[src/rtl/cpu_pkg.sv]
// rtl/cpu_pkg.sv - opcode, select, state and trap-cause encodings shared by control and decoder
package cpu_pkg;

    localparam logic [3:0] OP_ALUR  = 4'b0000;
    localparam logic [3:0] OP_ALUI  = 4'b1000;
    localparam logic [3:0] OP_CMPR  = 4'b0010;
    localparam logic [3:0] OP_CMPI  = 4'b1010;
    localparam logic [3:0] OP_BCOND = 4'b0110;
    localparam logic [3:0] OP_SW    = 4'b0101;
    localparam logic [3:0] OP_LW    = 4'b1001;
    localparam logic [3:0] OP_JAL   = 4'b1011;

    localparam logic [1:0] RD_ALU = 2'b00;
    localparam logic [1:0] RD_MEM = 2'b01;
    localparam logic [1:0] RD_PC  = 2'b10;

    localparam logic [1:0] PC_NEXT = 2'b00;
    localparam logic [1:0] PC_IMM  = 2'b01;
    localparam logic [1:0] PC_ALU  = 2'b10;

    localparam logic [1:0] TC_NONE    = 2'b00;
    localparam logic [1:0] TC_ILLEGAL = 2'b01;
    localparam logic [1:0] TC_TIMEOUT = 2'b10;

    typedef enum logic [2:0] {
        ST_IDLE,
        ST_FETCH,
        ST_DECODE,
        ST_EXEC,
        ST_MEM,
        ST_WB,
        ST_TRAP
    } state_e;

    function automatic logic op_legal(input logic [3:0] op);
        case (op)
            OP_ALUR, OP_ALUI, OP_CMPR, OP_CMPI,
            OP_BCOND, OP_SW, OP_LW, OP_JAL: op_legal = 1'b1;
            default:                        op_legal = 1'b0;
        endcase
    endfunction

endpackage

[src/rtl/mem_wait_timer.sv]
// rtl/mem_wait_timer.sv - counts consecutive memory wait cycles and flags the last allowed one
module mem_wait_timer #(
    parameter int MEM_TIMEOUT = 16
) (
    input  logic clk,
    input  logic reset_n,
    input  logic clr,
    input  logic en,
    output logic timeout
);

    localparam int CW = $clog2(MEM_TIMEOUT);

    logic [CW-1:0] wait_cnt_q;

    // Wait counter: restarts on every state entry, advances while the access is stalled
    always_ff @(posedge clk or negedge reset_n) begin
        if (!reset_n) begin
            wait_cnt_q <= '0;
        end else if (clr) begin
            wait_cnt_q <= '0;
        end else if (en) begin
            wait_cnt_q <= wait_cnt_q + CW'(1);
        end
    end

    assign timeout = (wait_cnt_q == CW'(MEM_TIMEOUT - 1));

endmodule

[src/rtl/multicycle_ctrl.sv]
// rtl/multicycle_ctrl.sv - multi-cycle FETCH/DECODE/EXEC/MEM/WB control sequencer
module multicycle_ctrl
    import cpu_pkg::*;
#(
    parameter int MEM_TIMEOUT = 16,
    parameter int RET_W       = 16
) (
    input  logic             clk,
    input  logic             reset_n,
    input  logic [3:0]       opcode,
    input  logic             aluCond,
    input  logic             memReady,
    output logic             memReq,
    output logic             memWe,
    output logic             memAddrSel,
    output logic             irWrEn,
    output logic             mdrWrEn,
    output logic             regWrEn,
    output logic [1:0]       regWrSel,
    output logic             pcWrEn,
    output logic [1:0]       pcSel,
    output logic             trap,
    output logic [1:0]       trapCause,
    output logic [RET_W-1:0] retired
);

    state_e           state_q, state_d;
    logic [3:0]       op_q, op_d;
    logic [1:0]       cause_q, cause_d;
    logic [RET_W-1:0] retired_q;
    logic             timeout;
    logic             wait_clr;
    logic             wait_en;

    // Any state change restarts the wait count, so each FETCH/MEM visit gets a fresh budget
    assign wait_clr = (state_d != state_q);
    assign wait_en  = ((state_q == ST_FETCH) || (state_q == ST_MEM)) && !memReady;

    mem_wait_timer #(
        .MEM_TIMEOUT(MEM_TIMEOUT)
    ) u_wait_timer (
        .clk    (clk),
        .reset_n(reset_n),
        .clr    (wait_clr),
        .en     (wait_en),
        .timeout(timeout)
    );

    // State, latched opcode and sticky trap cause
    always_ff @(posedge clk or negedge reset_n) begin
        if (!reset_n) begin
            state_q <= ST_IDLE;
            op_q    <= '0;
            cause_q <= TC_NONE;
        end else begin
            state_q <= state_d;
            op_q    <= op_d;
            cause_q <= cause_d;
        end
    end

    // Retired-instruction counter: one PC write per retired instruction, wraps freely
    always_ff @(posedge clk or negedge reset_n) begin
        if (!reset_n) begin
            retired_q <= '0;
        end else if (pcWrEn) begin
            retired_q <= retired_q + RET_W'(1);
        end
    end

    // Next-state and Moore outputs; memReady/aluCond only qualify ready and branch cycles
    always_comb begin
        state_d    = state_q;
        op_d       = op_q;
        cause_d    = cause_q;
        memReq     = 1'b0;
        memWe      = 1'b0;
        memAddrSel = 1'b0;
        irWrEn     = 1'b0;
        mdrWrEn    = 1'b0;
        regWrEn    = 1'b0;
        regWrSel   = RD_ALU;
        pcWrEn     = 1'b0;
        pcSel      = PC_NEXT;
        trap       = 1'b0;
        case (state_q)
            ST_IDLE: state_d = ST_FETCH;
            ST_FETCH: begin
                memReq = 1'b1;
                irWrEn = memReady;
                if (memReady) begin
                    state_d = ST_DECODE;
                end else if (timeout) begin
                    state_d = ST_TRAP;
                    cause_d = TC_TIMEOUT;
                end
            end
            ST_DECODE: begin
                op_d = opcode;
                if (op_legal(opcode)) begin
                    state_d = ST_EXEC;
                end else begin
                    state_d = ST_TRAP;
                    cause_d = TC_ILLEGAL;
                end
            end
            ST_EXEC: begin
                case (op_q)
                    OP_BCOND: begin
                        pcWrEn  = 1'b1;
                        pcSel   = aluCond ? PC_IMM : PC_NEXT;
                        state_d = ST_FETCH;
                    end
                    OP_SW, OP_LW: state_d = ST_MEM;
                    default:      state_d = ST_WB;
                endcase
            end
            ST_MEM: begin
                memReq     = 1'b1;
                memAddrSel = 1'b1;
                memWe      = (op_q == OP_SW);
                if (memReady) begin
                    if (op_q == OP_SW) begin
                        pcWrEn  = 1'b1;
                        pcSel   = PC_NEXT;
                        state_d = ST_FETCH;
                    end else begin
                        mdrWrEn = 1'b1;
                        state_d = ST_WB;
                    end
                end else if (timeout) begin
                    state_d = ST_TRAP;
                    cause_d = TC_TIMEOUT;
                end
            end
            ST_WB: begin
                regWrEn  = 1'b1;
                pcWrEn   = 1'b1;
                regWrSel = (op_q == OP_LW) ? RD_MEM : ((op_q == OP_JAL) ? RD_PC : RD_ALU);
                pcSel    = (op_q == OP_JAL) ? PC_ALU : PC_NEXT;
                state_d  = ST_FETCH;
            end
            ST_TRAP: trap = 1'b1;
            default: state_d = ST_IDLE;
        endcase
    end

    assign trapCause = cause_q;
    assign retired   = retired_q;

endmodule
[config.mk]
export PLATFORM = sky130hd
export DESIGN_NAME = multicycle_ctrl
export DESIGN_NICKNAME = d
export VERILOG_FILES = /design/src/rtl/cpu_pkg.sv /design/src/rtl/mem_wait_timer.sv /design/src/rtl/multicycle_ctrl.sv
export SDC_FILE = /design/constraint.sdc
export NUM_CORES = 1
export LEC_CHECK = 0
export CAP_MARGIN = 20
export CORE_AREA = 2 2 74 69
export DETAILED_ROUTE_END_ITERATION = 7
export DIE_AREA = 0 0 76 71
export PLACE_DENSITY = 0.67
export SYNTH_ARGS = -nofsm -noshare
export SYNTH_HDL_FRONTEND = slang
export SYNTH_SLANG_ARGS = --single-unit
[constraint.sdc]
create_clock -name clk -period 2.3 [get_ports clk]
set_input_delay 0.23 -clock clk [delete_from_list [all_inputs] [get_ports clk]]
set_output_delay 0.23 -clock clk [all_outputs]
set_load 0.01 [all_outputs]
---- Word level (Yosys, flattened, before mapping) ----
Memories as Yosys holds them, arrays and structs flattened.
Cells that the tools add are included.
operators by class
  add/subtract/negate cells ............... 2
  eq/ne operators ......................... 15
  muxes and demuxes ....................... 33
  reductions and logical operators ........ 10
operators by type and width
  kind                                            number
  case mux 3 bit (6 select lines)                 1
  adder 16 x 1 -> 16 bit (second input constant)  1
  two-way mux 1 bit                               15
  two-way mux 3 bit                               5
  == test 4 bit (second input constant)           3
  two-way mux 2 bit                               6
  == test 3 bit (second input constant)           3
  == test 4 x 3 -> 1 bit (second input constant)  2
  two-way mux 4 bit                               2
  case mux 2 bit (2 select lines)                 2
  == test 3 x 2 -> 1 bit (second input constant)  2
  case mux 3 bit (2 select lines)                 1
  OR reduction 2 bit                              3
  adder 4 x 1 -> 4 bit (second input constant)    1
  != test 2 bit (second input constant)           2
  AND reduction 4 bit                             1
  nonzero test 2 bit                              2
  == test 3 x 1 -> 1 bit (second input constant)  1
  zero test 3 bit                                 1
  != test 3 bit                                   1
  case mux 1 bit (3 select lines)                 1
  != test 2 x 1 -> 1 bit (second input constant)  1
  logical AND 1 bit                               1
  zero test 1 bit                                 1
  logical OR 1 bit                                1
word-level totals
  register bits ........................... 29
  ROM bits ................................ 16
  bits of input ports ..................... 8
  output and inout port bits .............. 30
  logic and storage cells ................. 66
  memories ................................ 1
memory list
  memory            words  bits a word  rd ports  clocked after Yosys merged registers in  write ports  line           text
  (name not given)  16     1            1         0                                        0            cpu_pkg.sv:36  case (op)

---- Longest topological paths before layout ----
Gate-level depths: netlist of the first run.
  depth in word-level cells ............... 6
  depth in mapped cells ................... 9
  depth with buffers taken out ............ 6

---- Hierarchy ----
From an unflattened synthesis of the first run, not the netlist that was laid out.
second synthesis, totals
  cell total of the unflattened synthesis .. 158
  area total of the unflattened synthesis .. 1,577.8 µm²
modules (own cells, without submodules)
  module           instances  cells an instance  area an instance (µm²)  seq. area each (µm²)
  multicycle_ctrl  1          141                1,378.8                 625.6
  mem_wait_timer   1          17                 198.9                   100.1

---- Worst setup path after synthesis of the first run ----
Ideal clock, no wire load.
  kind .................................... flip-flop to flip-flop
  start point ............................. register state_q[2]
  end point ............................... register retired_q[1] (netlist: retired[1])
  library setup time ...................... 128 ps
  arrival time ............................ 1,528 ps
  data required time ...................... 2,172 ps
  path slack .............................. 644 ps
  cell stages (with the launch flop) ...... 8
  buffers on the path ..................... 2
  clock period less this slack ............ 1,656 ps
  cell sequence ........................... dfrtp_1 buf_6 nor2b_1 nand2_2 inv_2 a311o_1 buf_2 mux2_1
on the way
  word-level cells in the longest chain between the ends .. 2
  elaborated cells on any way between the ends .. 4
  those cells by class .................... eq/ne: 3; mux: 1
ends and longest elaborated chain
  what                                                            line                   text
  from (decl)                                                     multicycle_ctrl.sv:27  state_e state_q, state_d;
  from (signal assigned)                                          multicycle_ctrl.sv:56  state_q <= state_d;
  == test 3 bit / == test 3 x 2 -> 1 bit (equally long branches)  multicycle_ctrl.sv:86  case (state_q)
  case mux 1 bit (3 select lines) (*)                             multicycle_ctrl.sv:86
  to (signal assigned)                                            multicycle_ctrl.sv:67  retired_q <= retired_q + RET_W'(1);
  to (decl)                                                       multicycle_ctrl.sv:30  logic [RET_W-1:0] retired_q;
Every way passes the cells marked *; elsewhere a longest branch is shown, timed or not.
A chain may end at the register's enable or synchronous reset.

---- Worst setup path after layout of the first run ----
  start point ............................. register op_q[2]
  end point ............................... output mdrWrEn
on the way
  word-level cells in the longest chain between the ends .. 4
ends and longest elaborated chain
  what                    line                    text
  from (decl)             multicycle_ctrl.sv:28   logic [3:0] op_q, op_d;
  from (signal assigned)  multicycle_ctrl.sv:57   op_q <= op_d;
  == test 4 x 3 -> 1 bit  multicycle_ctrl.sv:123  if (op_q == OP_SW) begin
  two-way mux 1 bit       multicycle_ctrl.sv:123
  two-way mux 1 bit       multicycle_ctrl.sv:122  if (memReady) begin
  two-way mux 1 bit       multicycle_ctrl.sv:86
  to (decl)               multicycle_ctrl.sv:17   output logic mdrWrEn,
No other way between the ends.

==> results of run 1 <==
==> sequential cells by signal, indices dropped and copies added, names as in the netlist <==
signal                   cells
retired                     16
op_q                         4
u_wait_timer.wait_cnt_q      4
state_q                      3
trapCause                    2
==> power groups by stage <==
stage | logic [mW] | clock network, mW | registers (mW)
2_1_floorplan | 0.509 | 0 | 0.777
3_3_place_gp | 0.769 | 0 | 0.819
3_5_place_dp | 0.782 | 0 | 0.826
4_1_cts | 0.791 | 0.402 | 0.820
5_1_grt | 0.863 | 0.425 | 0.859
6_report | 0.792 | 0.389 | 0.833
==> final timing paths <==
kind	start	endpoint	slack [ps]
hold reg to reg	retired[15]	retired[15]	480
setup / recovery	op_q[2]	mdrWrEn	70
hold / removal	reset_n	retired[12]	340
max in group asynchronous	reset_n	state_q[1]	1660
setup reg to reg	op_q[2]	retired[1]	420
min in group clk	retired[15]	retired[15]	480
==> cell usage after synthesis (all sizes together) <==
cell     n  area, um2
mux2i    1      10.01
nand3   10      55.05
a21o     1      7.510
nand2b   6      37.54
nor2b    2      12.51
xor2     3      26.28
and3     2      12.51
a22o     1      8.760
a31oi    2      12.51
a311o    1      10.01
nand2   16      62.56
nor4b    3      26.28
nor3     4      25.02
a32oi    1      8.760
xnor2   15      131.4
a21oi    3      15.01
o221ai   2      23.77
o21ai    1      5.000
nor2    16      60.06
dfrtp   29      725.7
nor4     1      6.260
mux2     5      56.30
or3      1      6.260
o311ai   1      8.760
nand4    5      31.28
o32ai    1      8.760
a211oi   1      12.51
and4bb   2      25.02
inv      6      22.52
nor3b    1      7.510
buf      5      37.53
ha       2      25.02
and4     1      8.760
a211o    1      8.760
o211ai   2      15.01
nand3b   1      7.510
and2     3      18.77
==> cells by family after synthesis <==
family	after synthesis	share of synthesized area, %
mux	6	4.189
flops	29	45.85
buf+inv	11	3.794
fa+ha+maj	2	1.581
compound gates	18	9.169
simple gates	74	25.46
xor+xnor	18	9.961
==> final cells by class <==
cell class / instances / area (um2) / share of cell area [%]
Clock buffer: 6 / 72.57 / 3.396
Tap cell: 65 / 81.33 / 3.806
Sequential cell: 29 / 729.5 / 34.13
Multi-Input combinational cell: 118 / 810.8 / 37.94
Clock inverter: 2 / 10.01 / 0.4684
Timing Repair Buffer: 42 / 410.4 / 19.20
Inverter: 6 / 22.52 / 1.054
==> timing repair <==
item,4_1_cts,5_1_grt
endpoints found under the setup margin,2,5
gates resized for setup,1,6
pin swaps,0,1
==> placed cells by master (no fill, tap or decap), types with 6 or more instances in the layout <==
cell / n
nor2_1: 16
nand2b_1: 6
clkdlybuf4s50_1: 36
dfrtp_1: 26
nand2_1: 15
nand3_1: 9
xnor2_1: 15
==> per-layer routing <==
layer	global-route usage [%]	wire (um)	up-vias	share of wire, %
li1	-	-	648	-
met1	18.32	1654	632	46
met2	23.51	1732	22	49
met3	2.934	95	6	2.7
met4	6.869	76	0	2.1
met5	0	0	-	0
==> results.md, run 1 <==
- Cell family with most CP delay: simple AND/OR/NAND/NOR gates
- Status: complete, no violations
- MaxCap Viol Count: 0
- Post-Synthesis Cells: 158
- Final hold slack: 340.6 ps
- Mean Syn Cell Area: 10.02 um2
- Drt total wl: 3559 um
- Final setup violation count: 0
- Non-Filler Instances: 268
- Syn. warnings: 0
- CTS H-tree lvls: 2
- Chip width: 76 um
- CP endpoint kind: primary output
- Top-Level Pins: 38
- Slew Viols, Final: 0
- Period Utilization, post-route: 97.01%
- Die Y: 71 um
- Switching share of power: 37.20%
- Distinct cells, synth: 45
- Max IR drop VDD: 0.6594 mV
- NetSw: 749.0 uW
- Initial Util: 34.01%
- LEAKAGE: 0.8705 nW
- Clock sinks: 29
- Final Wtd Congestion: 0.8017
- Min Clock Period, post-route: 2231 ps
- Drt first-iter violations: 41
- Fin nets: 212
- CTS root buffer: clkbuf_8
- Worst EP arrival: 2000 ps
- Largest net degree at the start of global routing: 30
- Vias/cell: 4.881
- Kind of critical path: register to primary output
- Internal: 1.264 mW
- Clock Path Buffers: 2
- Core ar.: 4654 um2
- Std-Cell Rows: 24
- FMAX: 448.2 MHz
- Final hold violation count: 0
- Slew HR: 64.52%
- Worst path setup slack after routing: 68.71 ps
- Global route overflow: 0
- Fin Setup TNS: 0 ps
- Syn nets: 168
- Max stage delay on crit path: 520 ps
- DRT antenna net count: 0
- Post-Place Worst Slack: 281.7 ps
- Layout cells sized above 1: 13.79%
- Reg clk slew, reported paths: 70 ps
- Number of global-route vias before repair: 1315
- Crit path buffers/inverters: 2
- Filler cells: 439
- CTS tree: done
- Comb pwr share: 39.3%
- Final Instance Area: 2137 um2
- CP required: 2070 ps
- Via Count: 1308
- Cells after DPL: 260
- Clock skew: 10.11 ps
- Die area: 5396 um2
- Least-Margin Pin Slew: 529.3 ps
- Area growth syn-to-layout: 35.02%
- Crit-path cells: and4bb_2 > or3_1 > inv_1 > clkdlybuf4s50_1
- CTS buffer count: 5
- Cell Pwr Density: 942.1 nW/um2
- N_diodes: 0
- Clk pwr share: 19.3%
- Skew-Pair Late Insertion Delay: 270 ps
- Global-route wire length before repair: 6196 um
- Post-Syn Area: 1583 um2
- Critical path peak fanout: 7
- Register area share after synthesis: 45.85%
- Post-DP HPWL: 2620 um
- RSZ-0062 raised after global routing: false
- Setup Buffers After CTS: 0
- Placed Area: 2034 um2
- Hold/Removal Path Class: input port to async pin
- Final Util: 45.91%
- Critical path depth: 4
- Flop pwr share: 41.4%
- CTS Hold Bufs: 0
- Final Power: 2.013 mW
- Post-DR wirelength/cell: 13.28 um
- Reg2reg path depth: 5
- PortBufs: 37
- Initial antenna violation count: 0
- Drt drc: 0
- Router iterations before antenna repair: 4
- Slowest CP cell: clkdlybuf4s50_1
- Total GRT Usage: 14.32%
- Startpoint types: register
- Post-synthesis register bit count: 29
Note: power is estimated with default switching activity, not from simulation.
==> inputs of run 2 (changes only) <==
CTS_CLUSTER_DIAMETER = 40   (was default)
clock period = 2.89 ns   (was 2.3 ns; I/O delays follow)
==> results.md, run 2 (synthesis results as in run 1) <==
- Status: complete, no violations (unchanged)
- LEAKAGE: 0.8395 nW (was 0.8705 nW)
- Clock skew: 2.040 ps (was 10.11 ps)
- CTS Hold Bufs: 0 (unchanged)
- Global-route wire length before repair: 5485 um (was 6196 um)
- Area growth syn-to-layout: 32.57% (was 35.02%)
- Drt first-iter violations: 64 (was 41)
- Clock sinks: 29 (unchanged)
- Worst EP arrival: 2110 ps (was 2000 ps)
- Slew HR: 46.55% (was 64.52%)
- Flop2flop setup slack: 980 ps (was 420 ps)
- Largest net degree at the start of global routing: 30 (unchanged)
- Crit path to: mdrWrEn (unchanged)
- RSZ-0062 raised after global routing: false (unchanged)
- Filler cells: 455 (was 439)
- CP endpoint kind: primary output (unchanged)
- Max IR drop VDD: 0.4985 mV (was 0.6594 mV)
- Min Clock Period, post-route: 2397 ps
- Std-Cell Rows: 24 (unchanged)
- Skew-Pair Late Insertion Delay: 260 ps (was 270 ps)
- Layout cells sized above 1: 9.548% (was 13.79%)
- Number of global-route vias before repair: 1138 (was 1315)
- Initial antenna violation count: 0 (unchanged)
- PortBufs: 37 (unchanged)
- Final setup violation count: 0 (unchanged)
- Die area: 5396 um2 (unchanged)
- Reg2reg path depth: 6 (was 5)
- N_diodes: 0 (unchanged)
- CTS buffer count: 5 (unchanged)
- Kind of critical path: register to primary output (unchanged)
- Startpoint types: register (unchanged)
- Most common cell after layout, fill and taps aside: clkdlybuf4s50_1 (unchanged)
- Drt total wl: 3295 um (was 3559 um)
- Crit path from: state_q[0] (was op_q[2])
- Hold/Removal Path Class: input port to async pin (unchanged)
- Cell Pwr Density: 749.2 nW/um2 (was 942.1 nW/um2)
- CP required: 2600 ps (was 2070 ps)
- Post-CTS resize count: 0 (was 1)
- Vias/cell: 4.822 (was 4.881)
- Clock Path Buffers: 2 (unchanged)
- Chip width: 76 um (unchanged)
- Initial Util: 34.01% (unchanged)
- Least-Margin Pin Slew: 791.6 ps (was 529.3 ps)
- Post-DP HPWL: 2412 um (was 2620 um)
- Most frequent cells in the layout: clkdlybuf4s50_1 (37), dfrtp_1 (29), nor2_1 (16), xnor2_1 (15), nand2_1 (15) (was clkdlybuf4s50_1 (36), dfrtp_1 (26), nor2_1 (16), xnor2_1 (15), nand2_1 (15))
- Number of flip-flops in the largest register: 16 (unchanged)
- Final hold slack: 412.9 ps (was 340.6 ps)
- Total GRT Usage: 12.38% (was 14.32%)
- MaxCap Viol Count: 0 (unchanged)
- Router iterations before antenna repair: 4 (unchanged)
- CTS H-tree lvls: 2 (unchanged)
- Critical path peak fanout: 8 (was 7)
- Global route overflow: 0 (unchanged)
- R2r startpoint: state_q[1] (was op_q[2])
- Slew Viols, Final: 0 (unchanged)
- Fin nets: 209 (was 212)
- Final Wtd Congestion: 0.8125 (was 0.8017)
- CTS root buffer: clkbuf_8 (unchanged)
- Reg clk slew, reported paths: 60 ps (was 70 ps)
- Die Y: 71 um (unchanged)
- Top-Level Pins: 38 (unchanged)
- Final Instance Area: 2098 um2 (was 2137 um2)
- CTS tree: done (unchanged)
- Via Count: 1273 (was 1308)
- R2r endpoint: retired[1] (unchanged)
- Drt drc: 0 (unchanged)
- Core ar.: 4654 um2 (unchanged)
- DRT antenna net count: 0 (unchanged)
- Post-DR wirelength/cell: 12.48 um (was 13.28 um)
- Period Utilization, post-route: 82.95%
- Placed Area: 2012 um2 (was 2034 um2)
- Final hold violation count: 0 (unchanged)
- Setup Buffers After CTS: 0 (unchanged)
- FMAX: 417.2 MHz
- Fin Setup TNS: 0 ps (unchanged)
[run 2: cell count changes in the layout (fill, tap and decap cells not counted), moves of 2 or more]
cell	before	now
clkinv_2	2	0
dfrtp_2	3	0
buf_4	5	2
dfrtp_1	26	29
[run 2: worst min path at each step]
stage                  end  slack [ps]
6_report       retired[14]         410
5_1_grt        retired[14]         440
4_1_cts        retired[14]         420
3_5_place_dp   retired[15]         490
3_3_place_gp   retired[15]         460
2_1_floorplan      op_q[0]          -7
[run 2: critical path: stages (launching register included)]
cell and delay, ps:
dfrtp_1 470, nand2b_1 310, or3_1 470, inv_1 70
clkdlybuf4s50_1 530
[run 2: layout make-up]
class | instances | area [um2] | share of cell area [%]
tap | 65 | 81.33 | 3.876
clock buffer | 7 | 86.33 | 4.114
timing repair buffer | 39 | 385.4 | 18.37
sequential | 29 | 725.7 | 34.59
inverter | 6 | 22.52 | 1.073
multi-input combinational | 118 | 797.0 | 37.98
[run 2: per-layer routing]
metal  up-vias  track usage (%)  share of wire [%]
met5         -                0                  0
met4         0            3.636               0.88
met3         2            3.189                2.8
met2        23            19.25                 47
met1       611            17.22                 49
li1        637                -                  -
[run 2: metrics by stage]
step                setup WS (ps)  std cells  utilization, %  power [mW]
floorplan                    1230        158               -       1.024
detailed placement          637.2        257           43.23       1.257
CTS                         492.4        264           45.08       1.587
global placement            705.4        257           43.23       1.256
finish                      492.9        264           45.08       1.572
global route                388.7        264           45.08       1.673
[run 2: report_power, final]
part | switching [mW] | internal, mW
Clock | 0.133 | 0.188
Sequential | 0.149 | 0.500
Combinational | 0.279 | 0.323
Total | 0.561 | 1.01
